===== src/rtl/cw_pkg.sv =====
// rtl/cw_pkg.sv - control-word bit indices, flag indices and memory FSM states
package cw_pkg;

  localparam int CW_MAR2MEM  = 0;
  localparam int CW_PC2MBR   = 1;
  localparam int CW_PC2MAR   = 2;
  localparam int CW_MBR2PC   = 3;
  localparam int CW_MBR2IR   = 4;
  localparam int CW_MEM2MBR  = 5;
  localparam int CW_MBR2BR   = 6;
  localparam int CW_ACC2ALU  = 7;
  localparam int CW_MBR2MAR  = 8;
  localparam int CW_RSVD     = 9;
  localparam int CW_MBR2ACC  = 10;
  localparam int CW_ACC2MBR  = 11;
  localparam int CW_MBR2MEM  = 12;
  localparam int CW_IR2CU    = 13;
  localparam int CW_BR2ALU   = 14;
  localparam int CW_MR2MBR   = 15;
  localparam int CW_MPY2MR   = 16;
  localparam int CW_SEQ_LSB  = 17;
  localparam int CW_SEQ_MSB  = 19;
  localparam int CW_PC_PLUS1 = 20;
  localparam int CW_ACC_CLR  = 21;
  localparam int CW_ADD      = 22;
  localparam int CW_SUB      = 23;
  localparam int CW_AND      = 24;
  localparam int CW_OR       = 25;
  localparam int CW_NOT      = 26;
  localparam int CW_LSL      = 27;
  localparam int CW_LSR      = 28;
  localparam int CW_MPY      = 29;
  localparam int CW_ASL      = 30;
  localparam int CW_ASR      = 31;

  // ALU op vector is cw[CW_ADD +: ALU_OPS]; indices below are relative to it
  localparam int ALU_OPS = 10;
  localparam int ALU_ADD = 0;
  localparam int ALU_SUB = 1;
  localparam int ALU_AND = 2;
  localparam int ALU_OR  = 3;
  localparam int ALU_NOT = 4;
  localparam int ALU_LSL = 5;
  localparam int ALU_LSR = 6;
  localparam int ALU_MPY = 7;
  localparam int ALU_ASL = 8;
  localparam int ALU_ASR = 9;

  localparam int FLG_NEG   = 0;
  localparam int FLG_ZERO  = 1;
  localparam int FLG_CARRY = 2;
  localparam int FLG_OVF   = 3;
  localparam int FLG_ERR   = 4;

  typedef enum logic [1:0] {
    MEM_IDLE = 2'd0,
    MEM_RD   = 2'd1,
    MEM_WR   = 2'd2
  } mem_state_e;

endpackage


===== src/rtl/cw_datapath_if.sv =====
// rtl/cw_datapath_if.sv - memory request/acknowledge bus between datapath and memory
interface cw_datapath_if #(
  parameter int DATA_W = 16,
  parameter int ADDR_W = 8
);
  logic              mem_req;
  logic              mem_we;
  logic [ADDR_W-1:0] mem_addr;
  logic [DATA_W-1:0] mem_wdata;
  logic [DATA_W-1:0] mem_rdata;
  logic              mem_ack;

  modport master (
    output mem_req, mem_we, mem_addr, mem_wdata,
    input  mem_rdata, mem_ack
  );

  modport slave (
    input  mem_req, mem_we, mem_addr, mem_wdata,
    output mem_rdata, mem_ack
  );
endinterface


===== src/rtl/cw_alu.sv =====
// rtl/cw_alu.sv - combinational ALU and signed multiplier on ACC (a) and BR (b)
module cw_alu
  import cw_pkg::*;
#(
  parameter int DATA_W = 16
) (
  input  logic [DATA_W-1:0]   a,
  input  logic [DATA_W-1:0]   b,
  input  logic [ALU_OPS-1:0]  op,
  output logic [DATA_W-1:0]   result,
  output logic                carry,
  output logic                overflow,
  output logic [2*DATA_W-1:0] product
);

  localparam int SH_W = $clog2(DATA_W);
  localparam int MSB  = DATA_W - 1;

  logic [SH_W-1:0]     sh;
  logic [DATA_W:0]     sum;
  logic [DATA_W:0]     diff;
  logic [DATA_W:0]     wide;
  logic [2*DATA_W-1:0] a_ext;
  logic [2*DATA_W-1:0] b_ext;

  assign sh    = b[SH_W-1:0];
  assign sum   = {1'b0, a} + {1'b0, b};
  assign diff  = {1'b0, a} - {1'b0, b};
  // bit DATA_W of the shifted value is the last bit pushed out on the left
  assign wide  = {1'b0, a} << sh;
  assign a_ext = {{DATA_W{a[MSB]}}, a};
  assign b_ext = {{DATA_W{b[MSB]}}, b};
  assign product = a_ext * b_ext;

  always_comb begin
    result   = a;
    carry    = 1'b0;
    overflow = 1'b0;
    if (op[ALU_ADD]) begin
      result   = sum[MSB:0];
      carry    = sum[DATA_W];
      overflow = (a[MSB] == b[MSB]) && (sum[MSB] != a[MSB]);
    end else if (op[ALU_SUB]) begin
      result   = diff[MSB:0];
      carry    = ~diff[DATA_W];
      overflow = (a[MSB] != b[MSB]) && (diff[MSB] != a[MSB]);
    end else if (op[ALU_AND]) begin
      result = a & b;
    end else if (op[ALU_OR]) begin
      result = a | b;
    end else if (op[ALU_NOT]) begin
      result = ~b;
    end else if (op[ALU_LSL]) begin
      result = wide[MSB:0];
    end else if (op[ALU_LSR]) begin
      result = a >> sh;
    end else if (op[ALU_ASL]) begin
      result   = wide[MSB:0];
      carry    = wide[DATA_W];
      overflow = wide[MSB] ^ a[MSB];
    end else if (op[ALU_ASR]) begin
      result = $signed(a) >>> sh;
    end else if (op[ALU_MPY]) begin
      result = product[MSB:0];
    end
  end

endmodule


===== src/rtl/cw_datapath.sv =====
// rtl/cw_datapath.sv - register file, transfer arbitration and memory FSM driven by one-hot control words
module cw_datapath
  import cw_pkg::*;
#(
  parameter int DATA_W = 16,
  parameter int ADDR_W = 8,
  parameter int OPC_W  = 8
) (
  input  logic              clk,
  input  logic              rst,
  input  logic [31:0]       cw,
  input  logic              cw_valid,
  output logic              busy,
  output logic [OPC_W-1:0]  ir_opcode,
  output logic [7:0]        flags,
  cw_datapath_if.master     bus
);

  logic [ADDR_W-1:0]   pc, mar, addr_q;
  logic [DATA_W-1:0]   mbr, ir, br, acc, mr, rbuf, wdata_q;
  logic [2*DATA_W-1:0] p;
  logic                cy, ov, err;
  mem_state_e          state, state_nxt;

  logic [31:0]         w;
  logic [ALU_OPS-1:0]  op;
  logic                alu_wr, mpy_wr, op_many, err_set, mem_start;
  logic [DATA_W-1:0]   alu_a, alu_res;
  logic                alu_cy, alu_ov;
  logic [2*DATA_W-1:0] alu_prod;
  logic                unused_bits;

  // a dropped strobe executes as an all-zero word
  assign w  = (cw_valid && !busy) ? cw : 32'h0;
  assign op = w[CW_ADD +: ALU_OPS];

  assign op_many = !$onehot0(op);
  assign alu_wr  = $onehot(op) && !op[ALU_MPY];
  assign mpy_wr  = $onehot(op) && op[ALU_MPY];
  assign alu_a   = w[CW_ACC_CLR] ? '0 : acc;

  assign mem_start = w[CW_MAR2MEM] ^ w[CW_MBR2MEM];

  // clear+op is a single ACC source (ACC = 0 op BR), not a conflict
  assign err_set = (cw_valid && busy)
                 || !$onehot0({w[CW_MEM2MBR], w[CW_MR2MBR], w[CW_ACC2MBR], w[CW_PC2MBR]})
                 || (w[CW_MBR2MAR] && w[CW_PC2MAR])
                 || (w[CW_MBR2PC] && w[CW_PC_PLUS1])
                 || !$onehot0({w[CW_ACC_CLR] | alu_wr, w[CW_MPY2MR], w[CW_MBR2ACC]})
                 || op_many
                 || (w[CW_MAR2MEM] && w[CW_MBR2MEM]);

  assign unused_bits = ^{w[CW_ACC2ALU], w[CW_RSVD], w[CW_IR2CU], w[CW_BR2ALU],
                         w[CW_SEQ_MSB:CW_SEQ_LSB], ir[DATA_W-OPC_W-1:0], alu_prod[0]};

  cw_alu #(.DATA_W(DATA_W)) u_alu (
    .a        (alu_a),
    .b        (br),
    .op       (op),
    .result   (alu_res),
    .carry    (alu_cy),
    .overflow (alu_ov),
    .product  (alu_prod)
  );

  always_ff @(posedge clk or posedge rst) begin
    if (rst) begin
      pc      <= '0;
      mar     <= '0;
      mbr     <= '0;
      ir      <= '0;
      br      <= '0;
      acc     <= '0;
      mr      <= '0;
      p       <= '0;
      cy      <= 1'b0;
      ov      <= 1'b0;
      err     <= 1'b0;
      rbuf    <= '0;
      addr_q  <= '0;
      wdata_q <= '0;
    end else begin
      if (w[CW_MEM2MBR])      mbr <= rbuf;
      else if (w[CW_MR2MBR])  mbr <= mr;
      else if (w[CW_ACC2MBR]) mbr <= acc;
      else if (w[CW_PC2MBR])  mbr <= DATA_W'(pc);

      if (w[CW_MBR2MAR])     mar <= mbr[ADDR_W-1:0];
      else if (w[CW_PC2MAR]) mar <= pc;

      if (w[CW_MBR2PC])        pc <= mbr[ADDR_W-1:0];
      else if (w[CW_PC_PLUS1]) pc <= pc + ADDR_W'(1);

      if (w[CW_MBR2IR]) ir <= mbr;
      if (w[CW_MBR2BR]) br <= mbr;

      if (alu_wr)               acc <= alu_res;
      else if (w[CW_ACC_CLR])   acc <= '0;
      else if (w[CW_MPY2MR])    acc <= p[DATA_W-1:0];
      else if (w[CW_MBR2ACC])   acc <= mbr;

      if (w[CW_MPY2MR]) mr <= p[2*DATA_W-1:DATA_W];
      if (mpy_wr)       p  <= alu_prod;

      if (alu_wr && (op[ALU_ADD] || op[ALU_SUB] || op[ALU_ASL])) begin
        cy <= alu_cy;
        ov <= alu_ov;
      end

      err <= err | err_set;

      if (state == MEM_RD && bus.mem_ack) rbuf <= bus.mem_rdata;
      if (mem_start) begin
        addr_q  <= mar;
        wdata_q <= mbr;
      end
    end
  end

  always_ff @(posedge clk or posedge rst) begin
    if (rst) state <= MEM_IDLE;
    else     state <= state_nxt;
  end

  always_comb begin
    state_nxt = state;
    case (state)
      MEM_IDLE: begin
        if (w[CW_MAR2MEM] && !w[CW_MBR2MEM])      state_nxt = MEM_RD;
        else if (w[CW_MBR2MEM] && !w[CW_MAR2MEM]) state_nxt = MEM_WR;
      end
      MEM_RD, MEM_WR: if (bus.mem_ack) state_nxt = MEM_IDLE;
      default: state_nxt = MEM_IDLE;
    endcase
  end

  always_comb begin
    busy          = (state != MEM_IDLE);
    bus.mem_req   = (state != MEM_IDLE);
    bus.mem_we    = (state == MEM_WR);
    bus.mem_addr  = addr_q;
    bus.mem_wdata = wdata_q;
  end

  always_comb begin
    flags            = '0;
    flags[FLG_NEG]   = acc[DATA_W-1];
    flags[FLG_ZERO]  = (acc == '0);
    flags[FLG_CARRY] = cy;
    flags[FLG_OVF]   = ov;
    flags[FLG_ERR]   = err;
  end

  assign ir_opcode = ir[DATA_W-1 -: OPC_W];

endmodule


===== src/flat_wrapper.sv =====
// flat-port wrapper written by rule: the top's interface ports become plain ports
module cw_datapath_flat import cw_pkg::*;
#(
  parameter int DATA_W = 16,
  parameter int ADDR_W = 8,
  parameter int OPC_W  = 8
)
  (clk, rst, cw, cw_valid, busy, ir_opcode, flags, bus_mem_req, bus_mem_we, bus_mem_addr, bus_mem_wdata, bus_mem_rdata, bus_mem_ack);
  cw_datapath_if #(.DATA_W(DATA_W), .ADDR_W(ADDR_W)) bus_i ();
  input  logic clk;
  input  logic rst;
  input  logic [31:0] cw;
  input  logic cw_valid;
  output logic busy;
  output logic [OPC_W-1:0] ir_opcode;
  output logic [7:0] flags;
  output wire logic [$bits(bus_i.mem_req)-1:0] bus_mem_req;
  output wire logic [$bits(bus_i.mem_we)-1:0] bus_mem_we;
  output wire logic [$bits(bus_i.mem_addr)-1:0] bus_mem_addr;
  output wire logic [$bits(bus_i.mem_wdata)-1:0] bus_mem_wdata;
  input wire logic [$bits(bus_i.mem_rdata)-1:0] bus_mem_rdata;
  input wire logic [$bits(bus_i.mem_ack)-1:0] bus_mem_ack;
  assign bus_mem_req = bus_i.mem_req;
  assign bus_mem_we = bus_i.mem_we;
  assign bus_mem_addr = bus_i.mem_addr;
  assign bus_mem_wdata = bus_i.mem_wdata;
  assign bus_i.mem_rdata = bus_mem_rdata;
  assign bus_i.mem_ack = bus_mem_ack;
  cw_datapath #(.DATA_W(DATA_W), .ADDR_W(ADDR_W), .OPC_W(OPC_W)) u_core (.clk(clk), .rst(rst), .cw(cw), .cw_valid(cw_valid), .busy(busy), .ir_opcode(ir_opcode), .flags(flags), .bus(bus_i));
endmodule

===== config.mk =====
export PLATFORM = sky130hd
export DESIGN_NAME = cw_datapath_flat
export DESIGN_NICKNAME = d
export VERILOG_FILES = /design/src/rtl/cw_pkg.sv /design/src/rtl/cw_datapath_if.sv /design/src/rtl/cw_alu.sv /design/src/rtl/cw_datapath.sv /design/src/flat_wrapper.sv
export SDC_FILE = /design/constraint.sdc
export NUM_CORES = 1
export LEC_CHECK = 0
export BUFFER_PORTS_ARGS = -buffer_cell sky130_fd_sc_hd__buf_4
export CAP_MARGIN = 20
export CORE_MARGIN = 10
export CORE_UTILIZATION = 59
export DETAILED_ROUTE_END_ITERATION = 10
export GPL_TIMING_DRIVEN = 1
export PLACE_DENSITY = 0.89
export REMOVE_ABC_BUFFERS = 1
export SYNTH_ARGS = -nofsm -noshare
export SYNTH_HDL_FRONTEND = slang
export SYNTH_HIERARCHICAL = 1
export SYNTH_SLANG_ARGS = --single-unit

===== constraint.sdc =====
create_clock -name clk -period 7.53 [get_ports clk]
set_input_delay 0.3765 -clock clk [delete_from_list [all_inputs] [get_ports clk]]
set_output_delay 0.3765 -clock clk [all_outputs]
set_load 0.02 [all_outputs]

==> results of run 1 <==
## layout make-up
cell class                 instances  area (um^2)  share of cell area [%]
inverter                         380         1440                    5.86
tap                              504          631                    2.57
antenna                            1         2.50                  0.0102
multi-input combinational       1763        16100                    65.6
timing repair buffer             210         1630                    6.66
sequential                       165         4130                    16.9
clock inverter                    14          168                   0.685
clock buffer                      18          429                    1.75
## sequential cells by signal (all words and copies together) (netlist names)
| register | cells |
|---|---|
| u_core/bus.mem_wdata | 16 |
| u_core/br | 16 |
| u_core/cy | 1 |
| u_core/state | 2 |
| u_core/err | 1 |
| u_core/mbr | 16 |
| u_core/pc | 8 |
| u_core/bus.mem_addr | 8 |
| u_core/ir | 8 |
| u_core/mr | 16 |
| u_core/ov | 1 |
| u_core/acc | 16 |
| u_core/mar | 8 |
| u_core/rbuf | 16 |
| u_core/p | 32 |
## worst paths after layout
path	cells past startpoint	slack, ns	to	from
max in group asynchronous	3	5.84	u_core/br[0]	rst
worst min-delay path	2	0.08	u_core/rbuf[15]	rst
worst max-delay path	27	0.20	u_core/p[31]	u_core/state[0]
worst min register to register	2	0.50	u_core/mar[2]	u_core/mar[2]
min in group clk	2	0.17	u_core/rbuf[10]	bus_mem_rdata[10]
worst max register to register	27	0.20	u_core/p[31]	u_core/state[0]
## stage by stage
| step | hold slack [ns] | instance area, um^2 |
|---|---|---|
| after global routing | 0.150 | 24500 |
| final | 0.0774 | 24500 |
| after detailed placement | 0.480 | 23800 |
| after floorplan | 0.446 | 21500 |
| after global placement | 0.462 | 23800 |
| after CTS | 0.120 | 24400 |
## cells by family (layout without fill, tap and decap cells)
| logic type | count (synthesis) | after routing | share of synthesized area [%] |
|---|---|---|---|
| buffers and inverters | 521 | 622 | 9.53 |
| and+or+nand+nor | 650 | 650 | 13.5 |
| adders and majority gates | 416 | 416 | 32.6 |
| AOI/OAI and AO/OA | 475 | 475 | 14.6 |
| xor gates and xnor gates | 34 | 34 | 1.34 |
| other | 1 | 4 | 0.0169 |
| DFF | 165 | 165 | 18.6 |
| muxes | 185 | 185 | 9.88 |
## per-layer routing
| metal | routed length, um | up-vias | global-route usage (%) |
|---|---|---|---|
| met5 | 21 | - | 0 |
| met4 | 6000 | 4 | 21.6 |
| met3 | 9350 | 320 | 7.89 |
| met2 | 36000 | 1353 | 52.8 |
| met1 | 28400 | 9831 | 42.4 |
| li1 | - | 8363 | - |
## critical path: stages (launching register included)
cell and delay (ns):
dfrtp_1 0.41, inv_1 0.12, ha_4 0.20, nand3_1 0.14, buf_12 0.20, and2_2 0.26, buf_6 0.19, inv_1 0.13
buf_4 0.28, nor2_1 0.15, fa_1 0.59, inv_1 0.09, buf_4 0.16, fa_1 0.48, fa_1 0.58, fa_1 0.44
fa_1 0.47, fa_1 0.50, inv_1 0.07, ha_1 0.36, a21o_1 0.20, a21oi_1 0.14, nor2_1 0.06, nor2_1 0.19
o21ai_0 0.17, a31oi_1 0.26, xnor2_1 0.08, mux2_2 0.26
## layout by cell type, fill, tap and decap left out, types with 9 or more instances in the layout
| cell type | count |
|---|---|
| xnor2_1 | 27 |
| a31oi_1 | 36 |
| nand2b_1 | 14 |
| inv_1 | 367 |
| mux2i_1 | 44 |
| a22o_1 | 11 |
| nor2b_1 | 37 |
| a21oi_1 | 122 |
| mux4_2 | 11 |
| and2_1 | 11 |
| and3_1 | 16 |
| nor4_1 | 10 |
| o21ai_0 | 79 |
| clkbuf_16 | 17 |
| mux2_2 | 121 |
| dfrtp_1 | 164 |
| a21o_1 | 16 |
| nand2_1 | 237 |
| buf_4 | 205 |
| nor3_1 | 31 |
| or3_1 | 10 |
| o22ai_1 | 14 |
| a221o_1 | 9 |
| nor2_1 | 198 |
| o221ai_1 | 20 |
| fa_1 | 268 |
| nand3_1 | 28 |
| ha_1 | 144 |
| a22oi_1 | 14 |
| a211oi_1 | 20 |
| a221oi_1 | 20 |
==> qor.csv, run 1 <==
metric,value,unit
I/O Pins,95,
largest net degree at the start of global routing,91,
clk_skew,0.00952,ns
Yosys cell types,105,
Overflow after GRT,0,
# resized after CTS,0,
post-route setup TNS,0,ns
Syn Std Cell Area,22200,um^2
worst skew pair latency,0.44,ns
Most used DFF post-synth,dfrtp_1,
worst setup margin,0.199,ns
Worst EP required,7.85,ns
Area contributors post-synth,"fa_1, dfrtp_1, ha_1",
Ys Warns,6,
post-synthesis async set-or-reset flop share,100,%
routed via count,19871,
post-synthesis sequential area ratio,18.6,%
"Arr. time, crit path",7.65,ns
Hold Path Class,in2async,
routability cong.,1.02,
# setup viols final,0,
Die Ht,214,um
Final Hold Viols,0,
Initial Util,60.2,%
# DRC,0,
1st-iter DRT viols,2593,
outcome,"complete, no violations",
Rows,70,
Post-DP HPWL,62100,um
Period minus WS final,7.33,ns
setup bufs post-CTS,0,
Final period util,97.4,%
area added between synthesis and finish,10.4,%
"EDFF count, synth",0,
clock-pin slew on the worst setup and hold paths,0.07,ns
H-tree levels,4,
placed cell count,3022,
final net count,3005,
max frequency,136,MHz
drt total wl,79800,um
Yosys reg bits,165,
share of layout cells above drive strength 1,17.4,%
leading area contributor after synthesis,fa_1,
Die X,214,um
number of global-route vias before repair,20321,
Avg WL per Cell,26.1,um
CP max FO,29,
hold buffer count at cts,0,
Sinks on Clock Net,165,
Final Util,66.4,%
Core ar.,36900,um^2
top post-synthesis cells by count,"inv_1, fa_1, nand2_1",
Max Slew Vio Count,0,
"count leader, synth",inv_1,
crit path kind,reg2reg,
first-pass GRT wire length,121000,um
post-synth top area share,24.4,%
Critical Path End Type,flip-flop,
number of max-cap violations,0,
Syn Inst Count,2447,
initial antenna violation count,3,
Slew @ Worst Pin,1.11,ns
remaining antenna violation count,0,
Port Buffers,84,
Setup WS pre-CTS,0.0331,ns
TritonCTS clock tree,done,
root buffer cell,clkbuf_16,
Startpoint Class,flip-flop,
final non-filler cell total,3055,
gr usage total,34.1,%
Die ar.,45800,um^2
Clock Tree Buf Depth,2,
"Avg Cell Area, Syn",9.07,um^2
slew margin rel.,25.9,%
vias per cell,6.50,
Filler Cells Inserted,2789,
Num CTS Buffers,17,
DR pass1 iterations,8,
Power of run 1 is not shown: default switching activity piles up to over one toggle a cycle in this logic, so the estimate is an artifact.
==> inputs of run 2 (changes only) <==
--- a/config.mk
+++ b/config.mk
@@ -8,10 +8,10 @@
 export BUFFER_PORTS_ARGS = -buffer_cell sky130_fd_sc_hd__buf_4
 export CAP_MARGIN = 20
 export CORE_MARGIN = 10
-export CORE_UTILIZATION = 59
+export CORE_UTILIZATION = 45
 export DETAILED_ROUTE_END_ITERATION = 10
 export GPL_TIMING_DRIVEN = 1
-export PLACE_DENSITY = 0.89
+export PLACE_DENSITY = 0.73
 export REMOVE_ABC_BUFFERS = 1
 export SYNTH_ARGS = -nofsm -noshare
 export SYNTH_HDL_FRONTEND = slang
==> qor.csv, run 2 (synthesized netlist as in run 1, its figures left out) <==
metric,value,unit
DR pass1 iterations,6,
Post-DP HPWL,62600,um
Die ar.,58600,um^2
max frequency,138,MHz
Worst EP required,7.89,ns
worst setup margin,0.289,ns
share of layout cells above drive strength 1,17.2,%
number of global-route vias before repair,19934,
most frequent cells in the layout,"inv_1, fa_1, nand2_1",
Startpoint Class,flip-flop,
register name with the most flops,u_core/p,
largest net degree at the start of global routing,96,
Filler Cells Inserted,4584,
area occupied by registers,4130,um^2
Sinks on Clock Net,165,
vias per cell,6.02,
worst skew pair latency,0.44,ns
CP max stage cell,a21oi_1,
Die X,242,um
hold buffer count at cts,0,
1st-iter DRT viols,2131,
Setup WS pre-CTS,-0.0775,ns
Critical Path End Type,flip-flop,
root buffer cell,clkbuf_16,
drt total wl,79000,um
number of flip-flops in the largest register,32,
Final Cell Area,24600,um^2
Final Util,50.4,%
Avg WL per Cell,24.5,um
"most used cell, CP",inv_1,
"Arr. time, crit path",7.60,ns
Rows,81,
Port Buffers,84,
# setup viols final,0,
"slowest stage delay, CP",0.60,ns
Core ar.,48800,um^2
remaining antenna violation count,0,
CP max FO,9,
routed via count,19407,
Period minus WS final,7.24,ns
Slew @ Worst Pin,1.10,ns
slew margin rel.,25.5,%
Num CTS Buffers,17,
dpl cell area,24000,um^2
# DRC,0,
I/O Pins,95,
"most common cell after layout, fill and taps aside",inv_1,
number of max-cap violations,0,
clk_skew,0.00985,ns
first-pass GRT wire length,121000,um
Final Hold Viols,0,
outcome,"complete, no violations",
Initial Util,45.4,%
Hold Path Class,in2async,
initial antenna violation count,0,
area of the multi-input gates,16000,um^2
clock-pin slew on the worst setup and hold paths,0.07,ns
H-tree levels,4,
gr usage total,26.5,%
final net count,3013,
area added between synthesis and finish,11.1,%
crit path kind,reg2reg,
Max Slew Vio Count,0,
Overflow after GRT,0,
Hold Worst Slack,0.0975,ns
TritonCTS clock tree,done,
Clock Tree Buf Depth,2,
routability cong.,1.04,
Die Ht,242,um
Final period util,96.2,%
run 2: cell types whose count changed in the layout (fill, tap and decap cells not counted), sizes merged:
cell,before,now
buf,210,218
bufinv,2,1
clkbuf,18,21
clkinv,11,14
clkinvlp,2,4
inv,379,372
run 2: final timing paths:
path,from,end,slack (ns),cells after the start
hold reg to reg,u_core/mar[1],u_core/mar[1],0.48,2
min in group clk,bus_mem_rdata[2],u_core/rbuf[2],0.17,2
setup reg to reg,u_core/state[0],u_core/acc[11],0.29,28
max in group asynchronous,rst,u_core/bus.mem_addr[6],5.96,3
hold / removal,rst,u_core/rbuf[12],0.1,2
setup / recovery,u_core/state[0],u_core/acc[11],0.29,28
run 2: stage by stage:
| step | setup TNS (ns) | instances |
|---|---|---|
| 4_1_cts | 0 | 3215 |
| 2_1_floorplan | -0.254 | 2308 |
| 6_report | 0 | 3223 |
| 5_1_grt | -0.0129 | 3222 |
| 3_3_place_gp | 0 | 3183 |
| 3_5_place_dp | -0.0775 | 3183 |
run 2: final cells by class:
| class | instances | area share (%) |
|---|---|---|
| diodes | 1 | 0.0102 |
| clock inverters | 11 | 0.416 |
| repair buffers | 218 | 6.76 |
| flip-flops and latches | 165 | 16.8 |
| multi-input cells | 1763 | 65.0 |
| clock buffers | 21 | 1.83 |
| well taps | 664 | 3.37 |
| inverters | 380 | 5.82 |
run 2: worst max-delay path: cells and delay by family (launching register included):
kind | cells | cell delay (ns)
adders and majority gates | 8 | 2.92
AOI/OAI and AO/OA | 5 | 1.58
buffers and inverters | 8 | 0.72
and+or+nand+nor | 4 | 0.60
xor gates and xnor gates | 1 | 0.59
DFF | 1 | 0.37
muxes | 2 | 0.36
run 2: what timing repair did:
| item | 4_1_cts | 5_1_grt |
|---|---|---|
| gates cloned | 0 | 0 |
| pin swaps | 0 | 1 |
| setup buffers | 0 | 7 |
| endpoints found under the setup margin | 2 | 16 |
| resized for setup | 1 | 21 |
run 2: routing by layer:
| metal | track usage [%] | up-vias | share of wire, % |
|---|---|---|---|
| li1 | - | 8376 | - |
| met1 | 34.2 | 9744 | 39 |
| met2 | 41.3 | 1072 | 45 |
| met3 | 5.95 | 215 | 9.7 |
| met4 | 13.5 | 0 | 5.6 |
| met5 | 0 | - | 0 |
Power of run 2 is left out for the same reason.
